### src/rtl/instruction_buffer_pkg.sv
// Shared constants for the instruction path: word width and default FIFO sizing.
package instruction_buffer_pkg;
    localparam int unsigned INSTR_WORD_BITS     = 32;
    localparam int unsigned FIFO_DEPTH_DEFAULT  = 16;
    localparam int unsigned FIFO_ADDR_DEFAULT   = 4;
    localparam int unsigned SYNC_STAGES_DEFAULT = 2;
endpackage

### src/rtl/instruction_buffer_if.sv
// HPS/control-unit facing signals of the instruction buffer.
interface instruction_buffer_if
    import instruction_buffer_pkg::*;
#(
    parameter int unsigned DATA_BITS = INSTR_WORD_BITS,
    parameter int unsigned ADDR_BITS = FIFO_ADDR_DEFAULT
);
    logic                 wrreg;
    logic [DATA_BITS-1:0] in_dataA;
    logic [DATA_BITS-1:0] in_dataB;
    logic                 clr_overflow;
    logic                 rdreg;
    logic [DATA_BITS-1:0] dataA;
    logic [DATA_BITS-1:0] dataB;
    logic                 rdempty;
    logic                 wrfull;
    logic [ADDR_BITS:0]   usedw;
    logic                 overflow;

    modport master (
        output wrreg, in_dataA, in_dataB, clr_overflow, rdreg,
        input  dataA, dataB, rdempty, wrfull, usedw, overflow
    );

    modport slave (
        input  wrreg, in_dataA, in_dataB, clr_overflow, rdreg,
        output dataA, dataB, rdempty, wrfull, usedw, overflow
    );
endinterface

### src/rtl/instruction_buffer_sync_fifo.sv
// Single-clock FIFO with registered occupancy/flags and first-word-fall-through head.
module sync_fifo #(
    parameter int unsigned WIDTH     = 64,
    parameter int unsigned DEPTH     = 16,
    parameter int unsigned ADDR_BITS = 4
) (
    input  logic                 clk,
    input  logic                 reset,
    input  logic                 i_push,
    input  logic                 i_pop,
    input  logic [WIDTH-1:0]     i_data,
    output logic [WIDTH-1:0]     o_data,
    output logic                 o_empty,
    output logic                 o_full,
    output logic [ADDR_BITS:0]   o_usedw,
    output logic                 o_drop
);
    logic [WIDTH-1:0]     r_mem [DEPTH];
    logic [ADDR_BITS-1:0] r_wr_ptr;
    logic [ADDR_BITS-1:0] r_rd_ptr;
    logic [ADDR_BITS:0]   r_usedw;
    logic                 r_empty;
    logic                 r_full;
    logic                 w_pop;
    logic                 w_push;
    logic [ADDR_BITS:0]   w_usedw_nxt;

    // A pop in the same cycle frees the slot a push into a full FIFO needs.
    assign w_pop  = i_pop & ~r_empty;
    assign w_push = i_push & (~r_full | w_pop);
    assign o_drop = i_push & ~w_push;

    always_comb begin
        w_usedw_nxt = r_usedw;
        case ({w_push, w_pop})
            2'b10:   w_usedw_nxt = r_usedw + 1'b1;
            2'b01:   w_usedw_nxt = r_usedw - 1'b1;
            default: w_usedw_nxt = r_usedw;
        endcase
    end

    always_ff @(posedge clk or posedge reset) begin
        if (reset) begin
            r_wr_ptr <= '0;
            r_rd_ptr <= '0;
            r_usedw  <= '0;
            r_empty  <= 1'b1;
            r_full   <= 1'b0;
        end else begin
            if (w_push) r_wr_ptr <= r_wr_ptr + 1'b1;
            if (w_pop)  r_rd_ptr <= r_rd_ptr + 1'b1;
            r_usedw <= w_usedw_nxt;
            r_empty <= (w_usedw_nxt == '0);
            r_full  <= (w_usedw_nxt == (ADDR_BITS+1)'(DEPTH));
        end
    end

    always_ff @(posedge clk) begin
        if (w_push) r_mem[r_wr_ptr] <= i_data;
    end

    assign o_data  = r_mem[r_rd_ptr];
    assign o_empty = r_empty;
    assign o_full  = r_full;
    assign o_usedw = r_usedw;
endmodule

### src/rtl/instruction_buffer.sv
// Instruction FIFO feeding video_processor: wrreg synchronizer, edge-detected push, sticky overflow.
module instruction_buffer
    import instruction_buffer_pkg::*;
#(
    parameter int unsigned DEPTH       = FIFO_DEPTH_DEFAULT,
    parameter int unsigned ADDR_BITS   = FIFO_ADDR_DEFAULT,
    parameter int unsigned DATA_BITS   = INSTR_WORD_BITS,
    parameter int unsigned SYNC_STAGES = SYNC_STAGES_DEFAULT
) (
    input  logic          clk,
    input  logic          reset,
    instruction_buffer_if.slave bus
);
    logic [SYNC_STAGES-1:0] r_sync;
    logic                   r_prev;
    logic                   r_overflow;
    logic                   w_push;
    logic                   w_drop;
    logic                   w_empty;
    logic                   w_full;
    logic [ADDR_BITS:0]     w_usedw;
    logic [2*DATA_BITS-1:0] w_head;

    // Chain and history reset high so a strobe held through reset is not seen as an edge.
    always_ff @(posedge clk or posedge reset) begin
        if (reset) begin
            r_sync     <= '1;
            r_prev     <= 1'b1;
            r_overflow <= 1'b0;
        end else begin
            r_sync <= {r_sync[SYNC_STAGES-2:0], bus.wrreg};
            r_prev <= r_sync[SYNC_STAGES-1];
            if (w_drop)                r_overflow <= 1'b1;
            else if (bus.clr_overflow) r_overflow <= 1'b0;
        end
    end

    assign w_push = r_sync[SYNC_STAGES-1] & ~r_prev;

    sync_fifo #(
        .WIDTH     (2*DATA_BITS),
        .DEPTH     (DEPTH),
        .ADDR_BITS (ADDR_BITS)
    ) u_fifo (
        .clk     (clk),
        .reset   (reset),
        .i_push  (w_push),
        .i_pop   (bus.rdreg),
        .i_data  ({bus.in_dataA, bus.in_dataB}),
        .o_data  (w_head),
        .o_empty (w_empty),
        .o_full  (w_full),
        .o_usedw (w_usedw),
        .o_drop  (w_drop)
    );

    assign bus.dataA    = w_empty ? '0 : w_head[2*DATA_BITS-1 -: DATA_BITS];
    assign bus.dataB    = w_empty ? '0 : w_head[DATA_BITS-1:0];
    assign bus.rdempty  = w_empty;
    assign bus.wrfull   = w_full;
    assign bus.usedw    = w_usedw;
    assign bus.overflow = r_overflow;
endmodule
### src/flat_wrapper.sv
// flat-port wrapper written by rule: the top's interface ports become plain ports
module instruction_buffer_flat import instruction_buffer_pkg::*;
#(
    parameter int unsigned DEPTH       = FIFO_DEPTH_DEFAULT,
    parameter int unsigned ADDR_BITS   = FIFO_ADDR_DEFAULT,
    parameter int unsigned DATA_BITS   = INSTR_WORD_BITS,
    parameter int unsigned SYNC_STAGES = SYNC_STAGES_DEFAULT
)
  (clk, reset, bus_wrreg, bus_in_dataA, bus_in_dataB, bus_clr_overflow, bus_rdreg, bus_dataA, bus_dataB, bus_rdempty, bus_wrfull, bus_usedw, bus_overflow);
  instruction_buffer_if #(.DATA_BITS(DATA_BITS), .ADDR_BITS(ADDR_BITS)) bus_i ();
  input  logic clk;
  input  logic reset;
  input wire logic [$bits(bus_i.wrreg)-1:0] bus_wrreg;
  input wire logic [$bits(bus_i.in_dataA)-1:0] bus_in_dataA;
  input wire logic [$bits(bus_i.in_dataB)-1:0] bus_in_dataB;
  input wire logic [$bits(bus_i.clr_overflow)-1:0] bus_clr_overflow;
  input wire logic [$bits(bus_i.rdreg)-1:0] bus_rdreg;
  output wire logic [$bits(bus_i.dataA)-1:0] bus_dataA;
  output wire logic [$bits(bus_i.dataB)-1:0] bus_dataB;
  output wire logic [$bits(bus_i.rdempty)-1:0] bus_rdempty;
  output wire logic [$bits(bus_i.wrfull)-1:0] bus_wrfull;
  output wire logic [$bits(bus_i.usedw)-1:0] bus_usedw;
  output wire logic [$bits(bus_i.overflow)-1:0] bus_overflow;
  assign bus_i.wrreg = bus_wrreg;
  assign bus_i.in_dataA = bus_in_dataA;
  assign bus_i.in_dataB = bus_in_dataB;
  assign bus_i.clr_overflow = bus_clr_overflow;
  assign bus_i.rdreg = bus_rdreg;
  assign bus_dataA = bus_i.dataA;
  assign bus_dataB = bus_i.dataB;
  assign bus_rdempty = bus_i.rdempty;
  assign bus_wrfull = bus_i.wrfull;
  assign bus_usedw = bus_i.usedw;
  assign bus_overflow = bus_i.overflow;
  instruction_buffer #(.DEPTH(DEPTH), .ADDR_BITS(ADDR_BITS), .DATA_BITS(DATA_BITS), .SYNC_STAGES(SYNC_STAGES)) u_core (.clk(clk), .reset(reset), .bus(bus_i));
endmodule
### config.mk
export PLATFORM = sky130hd
export DESIGN_NAME = instruction_buffer_flat
export DESIGN_NICKNAME = d
export VERILOG_FILES = /design/src/rtl/instruction_buffer_pkg.sv /design/src/rtl/instruction_buffer_if.sv /design/src/rtl/instruction_buffer_sync_fifo.sv /design/src/rtl/instruction_buffer.sv /design/src/flat_wrapper.sv
export SDC_FILE = /design/constraint.sdc
export NUM_CORES = 1
export LEC_CHECK = 0
export ABC_CLOCK_PERIOD_IN_PS = 9800
export CAP_MARGIN = 0
export CORE_MARGIN = 2
export CORE_UTILIZATION = 45
export CTS_BUF_LIST = sky130_fd_sc_hd__clkbuf_8
export CTS_CLUSTER_SIZE = 25
export DETAILED_ROUTE_END_ITERATION = 16
export SYNTH_ARGS = -nofsm -noshare
export SYNTH_HDL_FRONTEND = slang
export SYNTH_SLANG_ARGS = --single-unit
### constraint.sdc
create_clock -name clk -period 9.8 [get_ports clk]
set_clock_uncertainty 0.1 [all_clocks]
set_input_delay 1.47 -clock clk [delete_from_list [all_inputs] [get_ports clk]]
set_output_delay 1.47 -clock clk [all_outputs]
set_load 0.02 [all_outputs]
* Word level (Yosys, flattened, before mapping)
Memory sizes are Yosys's and may differ from the RTL's.
Index checks and enable logic that the tools add are counted.
** Cells by class
- $add $sub $neg :: 4
- Equal/unequal tests :: 3
- Mux-type cells :: 7
- Bitwise operators :: 9
- Reductions and logical operators :: 2
** Operators by type and width (number)
- $mux W32 :: 2
- $pmux W5 S2 :: 1
- $add A4 B1 Y4 const B :: 2
- $add A5 B1 Y5 const B :: 1
- $eq A5 B5 Y1 const B :: 1
- $logic_not A5 Y1 :: 1
- $sub A5 B1 Y5 const B :: 1
- $and A1 B1 Y1 :: 4
- $mux W1 :: 4
- $not A1 Y1 :: 4
- $eq A2 B1 Y1 const B :: 1
- $eq A2 B2 Y1 const B :: 1
- $reduce_bool A2 Y1 :: 1
- $or A1 B1 Y1 :: 1
** Storage, ports and cells
- Bits in registers :: 19
- RAM bits :: 1024
- Input port bits :: 69
- Output and inout port bits :: 72
- Word-level logic and storage cells :: 34
- Memories kept :: 1
** Memory list
- u_core.u_fifo.r_mem :: words 16, bits a word 64, rd ports 1, clocked after memory_dff 0, wr ports 1, line instruction_buffer_sync_fifo.sv:18 : logic [WIDTH-1:0] r_mem [DEPTH];

* Depth between registers and ports, before layout
Gate-level depths: netlist of run 1.
- Depth in word-level cells :: 7
- Mapped depth :: 12
- Mapped depth without buffers :: 11

* Modules after synthesis
Synthesis of run 1 repeated with hierarchy kept, for this count alone.
** Second synthesis, totals
- Cells, all modules :: 1601
- Area, all modules :: 40106.0 um^2
** Modules (own cells, without submodules)
- sync_fifo :: instances 1, cells an instance 1522, area each 39344.0 um^2, seq. area each 31126.1 um^2
- instruction_buffer :: instances 1, cells an instance 79, area each 762.0 um^2, seq. area each 103.8 um^2

* Worst setup path after synthesis of run 1
No wires, ideal clock.
- Kind :: input -> register
- Start point :: in bus_rdreg
- End point :: mem u_core.u_fifo.r_mem[1][0], enable pin
- Data arrival time :: 8.288 ns
- Required time :: 9.056 ns
- Path slack :: 0.768 ns
- Cell stages on the path :: 4
- Path buffers :: 0
- Path through :: nand2b_1 -> a21oi_1 -> inv_1 -> nor4_1
** On the way
- Longest elaborated chain between the ends :: 5
** Ends and longest elaborated chain
- start, declared :: line flat_wrapper.sv:17 : input wire logic [$bits(bus_i.rdreg)-1:0] bus_rdreg;
- $and A1 B1 Y1 :: line instruction_buffer_sync_fifo.sv:29 : assign w_pop = i_pop & ~r_empty;
- $or A1 B1 Y1 :: line instruction_buffer_sync_fifo.sv:30 : assign w_push = i_push & (~r_full | w_pop);
- $and A1 B1 Y1 :: line instruction_buffer_sync_fifo.sv:30
- $mux W1 :: line instruction_buffer_sync_fifo.sv:59 : if (w_push) r_mem[r_wr_ptr] <= i_data;
- $mux W1 (not written as such) :: line instruction_buffer_sync_fifo.sv:59
- end, declared :: line instruction_buffer_sync_fifo.sv:18
Every way passes these cells.

* Worst setup path after layout of run 1
- Start point :: reg u_core.u_fifo.r_rd_ptr[2]
- End point :: out bus_dataB[18]
** On the way
- Longest elaborated chain between the ends :: 2
** Ends and longest elaborated chain
- start, declared :: line instruction_buffer_sync_fifo.sv:20 : logic [ADDR_BITS-1:0] r_rd_ptr;
- start signal, assigned :: line instruction_buffer_sync_fifo.sv:51 : if (w_pop) r_rd_ptr <= r_rd_ptr + 1'b1;
- $mem_v2 Z16 W64
- $mux W32 :: line instruction_buffer.sv:58 : assign bus.dataB = w_empty ? '0 : w_head[DATA_BITS-1:0];
- end, declared :: line flat_wrapper.sv:19 : output wire logic [$bits(bus_i.dataB)-1:0] bus_dataB;
Every way passes these cells.

==> results of run 1 <==
[path summary, 6_finish.rpt]
kind | end | from | depth (start not counted)
max | bus_dataB[18] | u_core.u_fifo.r_rd_ptr[2] | 5
max in group asynchronous | u_core.u_fifo.r_rd_ptr[1] | reset | 2
min reg2reg | u_core.r_sync[1] | u_core.r_sync[0] | 0
min | u_core.r_sync[1] | u_core.r_sync[0] | 0
max reg2reg | u_core.u_fifo.r_mem[10][47] | u_core.u_fifo.o_empty | 6
min in group asynchronous | u_core.u_fifo.r_rd_ptr[2] | reset | 2
[power by group]
part           switching [mW]  internal (mW)  leakage, nW
logic                    1.90           2.09         3.20
clock network            1.62           1.71         1.74
registers               0.309           5.16         9.45
[cells in the mapped netlist, drive strengths merged, types with 2 or more instances]
library cell,instances,area (um2)
nand2b,3,18.8
o21ai,3,15.0
nor3,6,30.0
nand3,2,10.0
mux4,320,7210
a21oi,3,15.0
edfxtp,1024,30700
inv,10,37.5
nor2,7,26.3
xnor2,9,78.8
clkbuf,46,173
nor2b,67,419
nand4,2,12.5
nor3b,3,22.5
ha,8,100
and2,5,31.3
dfrtp,15,375
dfstp,4,105
buf,39,272
xor2,2,17.5
nor4,4,25.0
nand2,10,37.5
[flip-flops by register name, indices dropped and copies added (netlist names)]
name	flops
u_core.u_fifo.r_rd_ptr	4
u_core.u_fifo.o_usedw	5
u_core.bus.overflow	1
u_core.u_fifo.o_empty	1
u_core.u_fifo.r_wr_ptr	4
u_core.r_prev	1
u_core.u_fifo.r_mem	1024
u_core.u_fifo.o_full	1
u_core.r_sync	2
[cell type report]
cell class | count | area share (%)
Sequential cell | 1043 | 68.4
Multi-Input combinational cell | 465 | 18.0
Clock buffer | 173 | 5.21
Timing Repair Buffer | 181 | 3.79
Tap cell | 1165 | 3.19
Clock inverter | 121 | 1.29
Inverter | 10 | 0.0821
Antenna cell | 5 | 0.0274
[worst register-to-register path, stage by stage (launching register included)]
cell	delay, ps
dfstp_4	580
nand2b_1	300
a21oi_1	520
inv_1	310
nor3b_1	490
and2_4	620
buf_4	710
[kinds of logic (layout without fill, tap and decap cells)]
family / count (synthesis) / in the layout / share of synthesized area (%)
flip-flops: 1043 / 1043 / 78.3
multiplexers: 321 / 321 / 18.1
AND/OR/NAND/NOR: 111 / 111 / 1.63
buffers and inverters: 95 / 485 / 1.21
AO/OA/AOI/OAI: 14 / 14 / 0.232
XOR/XNOR: 11 / 11 / 0.242
adder cells (fa/ha/maj): 8 / 8 / 0.251
other: 0 / 5 / 0
[routing by layer]
layer,track usage [%],vias to the layer above
met4,5.54,12
li1,-,7459
met2,32.7,636
met5,0,-
met1,27.3,9768
met3,4.27,131
==> results.json, run 1 <==
{
  "synth_flop_cell": "edfxtp_1",
  "peakVddDrop_v": 0.000245,
  "fin_hold_ws_ps": 255,
  "synth_enable_flop_cells": 1024,
  "critPathSlowestCell": "dfrtp_4",
  "clock_sinks": 1043,
  "die_h_um": 302,
  "post_cts_buffers": 0,
  "holdBufCountCts": 0,
  "wl_met1_mm": 37.2,
  "grt_pass1_wl_mm": 130,
  "area_delta_synth_final_pct": 14.6,
  "synthesis.nets": 1680,
  "cts_resized": 0,
  "multiInputGateArea_um2": 8240,
  "fin_area_um2": 45700,
  "final_util_pct": 51.9,
  "cap_violations": 0,
  "drc": 0,
  "crit_buf_inv": 2,
  "start_util_pct": 45.3,
  "grt_overflow_total": 0,
  "grt_max_degree": 126,
  "layout_common_cells": "edfxtp_1 (1024), mux4_2 (320), clkbuf_8 (173)",
  "die_w_um": 302,
  "vias": 18000,
  "crit_chain": "buf_4 -> mux4_2 -> mux4_2 -> nor2b_1 -> clkdlybuf4s50_1",
  "critPathKind": "reg -> out",
  "drtAntennaViolNets": 0,
  "total_power_mw": 12.8,
  "layout-drive-gt1-share_pct": 29.1,
  "synthCells": 1603,
  "grt_use_total_pct": 19.9,
  "finalSetupViolCount": 0,
  "core_um2": 88100,
  "cts_buffers": 166,
  "async_reset_ff_share_pct": 1.82,
  "dr.pass1.iters": 5,
  "report.final.hold_viol_count": 0,
  "slew_violations": 0,
  "arrival_ps": 4630,
  "layout.nets": 1944,
  "highest_layer": "met5",
  "dpl_cell_area_um2": 42700,
  "powerDensity_nw_per_um2": 280,
  "regArea_um2": 31200,
  "crit_required_ps": 8230,
  "io_pins": 141,
  "synth_cell_type_count": 36,
  "timing.final.ws_setup_ps": 3600,
  "stdcell_count": 3163,
  "crit_fanout": 72,
  "clkLatencyLatePin_ps": 790,
  "tightest_slew_ps": 1190,
  "status": "completed",
  "routed_wl_mm": 88.8,
  "final_common_cell": "edfxtp_1",
  "seq_area_frac_synth_pct": 78.3,
  "dr_wl_met3_mm": 5.27,
  "globalplace.congestion": 0.717,
  "fin_crit_ps": 6200,
  "place_ws_ps": 4360,
  "rsz0062_at_grt": "false",
  "synth.avg_cell_area_um2": 24.9,
  "reg2reg_slack_ps": 5770,
  "clockBufferDepth": 3,
  "drtIter0Drc": 1845,
  "tritoncts": "done",
  "std_cell_rows": 109,
  "wl_met2_mm": 44.9,
  "cp-end-kind": "output port",
  "cts_root_buf": "clkbuf_8",
  "min_period_over_period_pct": 63.3,
  "fmax_mhz": 161,
  "setup_tns_ps": 0,
  "cpMostUsedCell": "mux4_2",
  "hp-class": "reg -> reg",
  "fp.dieArea_um2": 91000,
  "cp_slowest_stage_delay_ps": 1140,
  "start_kind": "register",
  "yosysWarnings": 0,
  "grt_pass1_vias": 19200,
  "hpwl_mm": 45.2,
  "cts_max_level": 4,
  "fill_cells": 6918,
  "antenna_found_initial": 10,
  "cts.reportedPaths.clkPinSlew_ps": 60,
  "ys_ff_latch": 1043,
  "max_slew_margin_pct": 20.4,
  "dp.cells": 2864,
  "syn-cell-area_um2": 39900,
  "p_leak_nw": 14.4,
  "port_buffers": 140,
  "crit_family": "buffers and inverters",
  "via_per_inst": 5.69,
  "routedWlPerCell_um": 28.1
}
No activity file was read; power rests on OpenSTA's default activity.
==> run 2, diff against run 1 <==
ABC_CLOCK_PERIOD_IN_PS = 5640   (was 9800)
clock period = 5.64 ns   (was 9.8 ns; I/O delays follow)
==> run 2 against run 1 <==
Register-to-register slack lost 4000 ps. Largest power group unchanged. Sequential power grew 73%. Global-route usage shrank 0.95 points. Flip-flop and latch count is the same. Highest routed layer unchanged. Non-clock buffer count grew 5.
==> results.json, run 2 (synthesis gave the netlist of run 1 again) <==
{
  "grt_max_degree": 72,
  "report.final.hold_viol_count": 0,
  "grt_overflow_total": 0,
  "clockBufferDepth": 3,
  "status": "completed",
  "peakVddDrop_v": 0.000403,
  "min_period_over_period_pct": 88.4,
  "p_leak_nw": 14.4,
  "total_power_mw": 22.2,
  "grt_use_total_pct": 19.0,
  "critPathKind": "reg -> out",
  "cap_violations": 0,
  "grt_pass1_vias": 19300,
  "drtIter0Drc": 1426,
  "p_comb_share_pct": 31.6,
  "cts_buffers": 165,
  "area_delta_synth_final_pct": 15.3,
  "slew_violations": 0,
  "p_sw_share_pct": 29.8,
  "std_cell_rows": 109,
  "die_w_um": 302,
  "fin_hold_ws_ps": 256,
  "tightest_slew_ps": 1130,
  "die_h_um": 302,
  "final_util_pct": 52.2,
  "timing.final.ws_setup_ps": 651,
  "dr.pass1.iters": 5,
  "rsz0062_at_grt": "false",
  "finalSetupViolCount": 0,
  "via_per_inst": 5.57,
  "globalplace.congestion": 0.737,
  "max_slew_margin_pct": 24.9,
  "fp.dieArea_um2": 91000,
  "largest_reg_flops": 1024,
  "cp-end-kind": "output port",
  "routed_wl_mm": 83.8,
  "drc": 0,
  "hp-class": "reg -> reg",
  "crit_fanout": 26,
  "crit_required_ps": 4690,
  "cts_max_level": 4,
  "grt_pass1_wl_mm": 125,
  "layout_common_cells": "edfxtp_1 (1024), mux4_2 (320), clkbuf_8 (169)",
  "tritoncts": "done",
  "arrival_ps": 4040,
  "routedWlPerCell_um": 26.4,
  "vias": 17700,
  "layout-drive-gt1-share_pct": 29.5,
  "place_ws_ps": 1180,
  "powerDensity_nw_per_um2": 483,
  "start_kind": "register",
  "start_util_pct": 45.3,
  "p_seq_share_pct": 42.5,
  "p_int_mw": 15.6,
  "fill_cells": 6866,
  "hpwl_mm": 42.8,
  "io_pins": 141,
  "port_buffers": 140,
  "fin_crit_ps": 4990,
  "cts_root_buf": "clkbuf_8",
  "final_common_cell": "edfxtp_1",
  "switchingPower_mw": 6.62,
  "clkLatencyLatePin_ps": 800,
  "cts_resized": 0,
  "drtAntennaViolNets": 0,
  "clock_sinks": 1043,
  "post_cts_buffers": 0,
  "layout.nets": 1948,
  "core_um2": 88100,
  "regMostFlops": "u_core.u_fifo.r_mem",
  "antenna_found_initial": 11,
  "reg2reg_slack_ps": 1760,
  "power.share.clock_pct": 25.9,
  "cts.reportedPaths.clkPinSlew_ps": 60,
  "holdBufCountCts": 0,
  "fmax_mhz": 200
}
[run 2: changes by cell type in the layout (fill, tap and decap cells not counted), sizes merged]
cell,delta
clkbuf,-4
diode,-1
clkinvlp,+5
inv,-11
buf,+5
clkinv,+18
[run 2: worst paths after layout]
path                                                start  depth (start not counted)                        end
max in group asynchronous                           reset                          2  u_core.u_fifo.r_rd_ptr[2]
worst min-delay path                     u_core.r_sync[0]                          0           u_core.r_sync[1]
min in group asynchronous                           reset                          2   u_core.u_fifo.o_usedw[2]
worst max register to register      u_core.u_fifo.o_empty                         11       u_core.u_fifo.o_full
worst min register to register           u_core.r_sync[0]                          0           u_core.r_sync[1]
worst max-delay path            u_core.u_fifo.r_rd_ptr[0]                          6              bus_dataB[29]
[run 2: cell type report]
type                       instances  area [um2]  share of cell area, %
tap                             1165        1460                   3.17
timing repair buffer             186        1980                   4.32
multi-input combinational        465        8280                   18.0
antenna                            4        10.0                 0.0218
clock buffer                     169        2330                   5.06
inverter                          10        37.5                 0.0816
clock inverter                   133         644                   1.40
sequential                      1043       31200                   67.9
[run 2: stage by stage]
| step | cell area, um2 | instances | TNS (ps) |
|---|---|---|---|
| 5_1_grt | 46000 | 3175 | 0 |
| 6_report | 46000 | 3175 | 0 |
| 3_5_place_dp | 43000 | 2869 | 0 |
| 2_1_floorplan | 39900 | 1603 | -269210 |
| 3_3_place_gp | 43000 | 2869 | 0 |
| 4_1_cts | 46000 | 3171 | 0 |
[run 2: power by group through the flow]
stage               registers (mW)  clock network (mW)  logic (mW)
floorplan                     9.24                   0        4.98
global placement              9.60                   0        7.19
detailed placement            9.62                   0        7.20
CTS                           9.46                5.94        7.24
global route                  9.50                6.26        7.51
finish                        9.44                5.76        7.03
[run 2: worst max-delay path: stages, from the launching register on]
cell             delay [ps]
dfrtp_4                 840
buf_12                  320
buf_12                  260
mux4_2                  560
mux4_2                  500
nor2b_1                 150
clkdlybuf4s50_1         570
[run 2: metal layers]
metal / part of all wire [%] / track usage, % / routed length [um] / vias to the layer above
li1: - / - / - / 7475
met1: 41 / 25.0 / 34500 / 9549
met2: 51 / 31.6 / 42900 / 480
met3: 5.4 / 4.51 / 4560 / 158
met4: 2.0 / 6.01 / 1640 / 14
met5: 0.097 / 0 / 81 / -
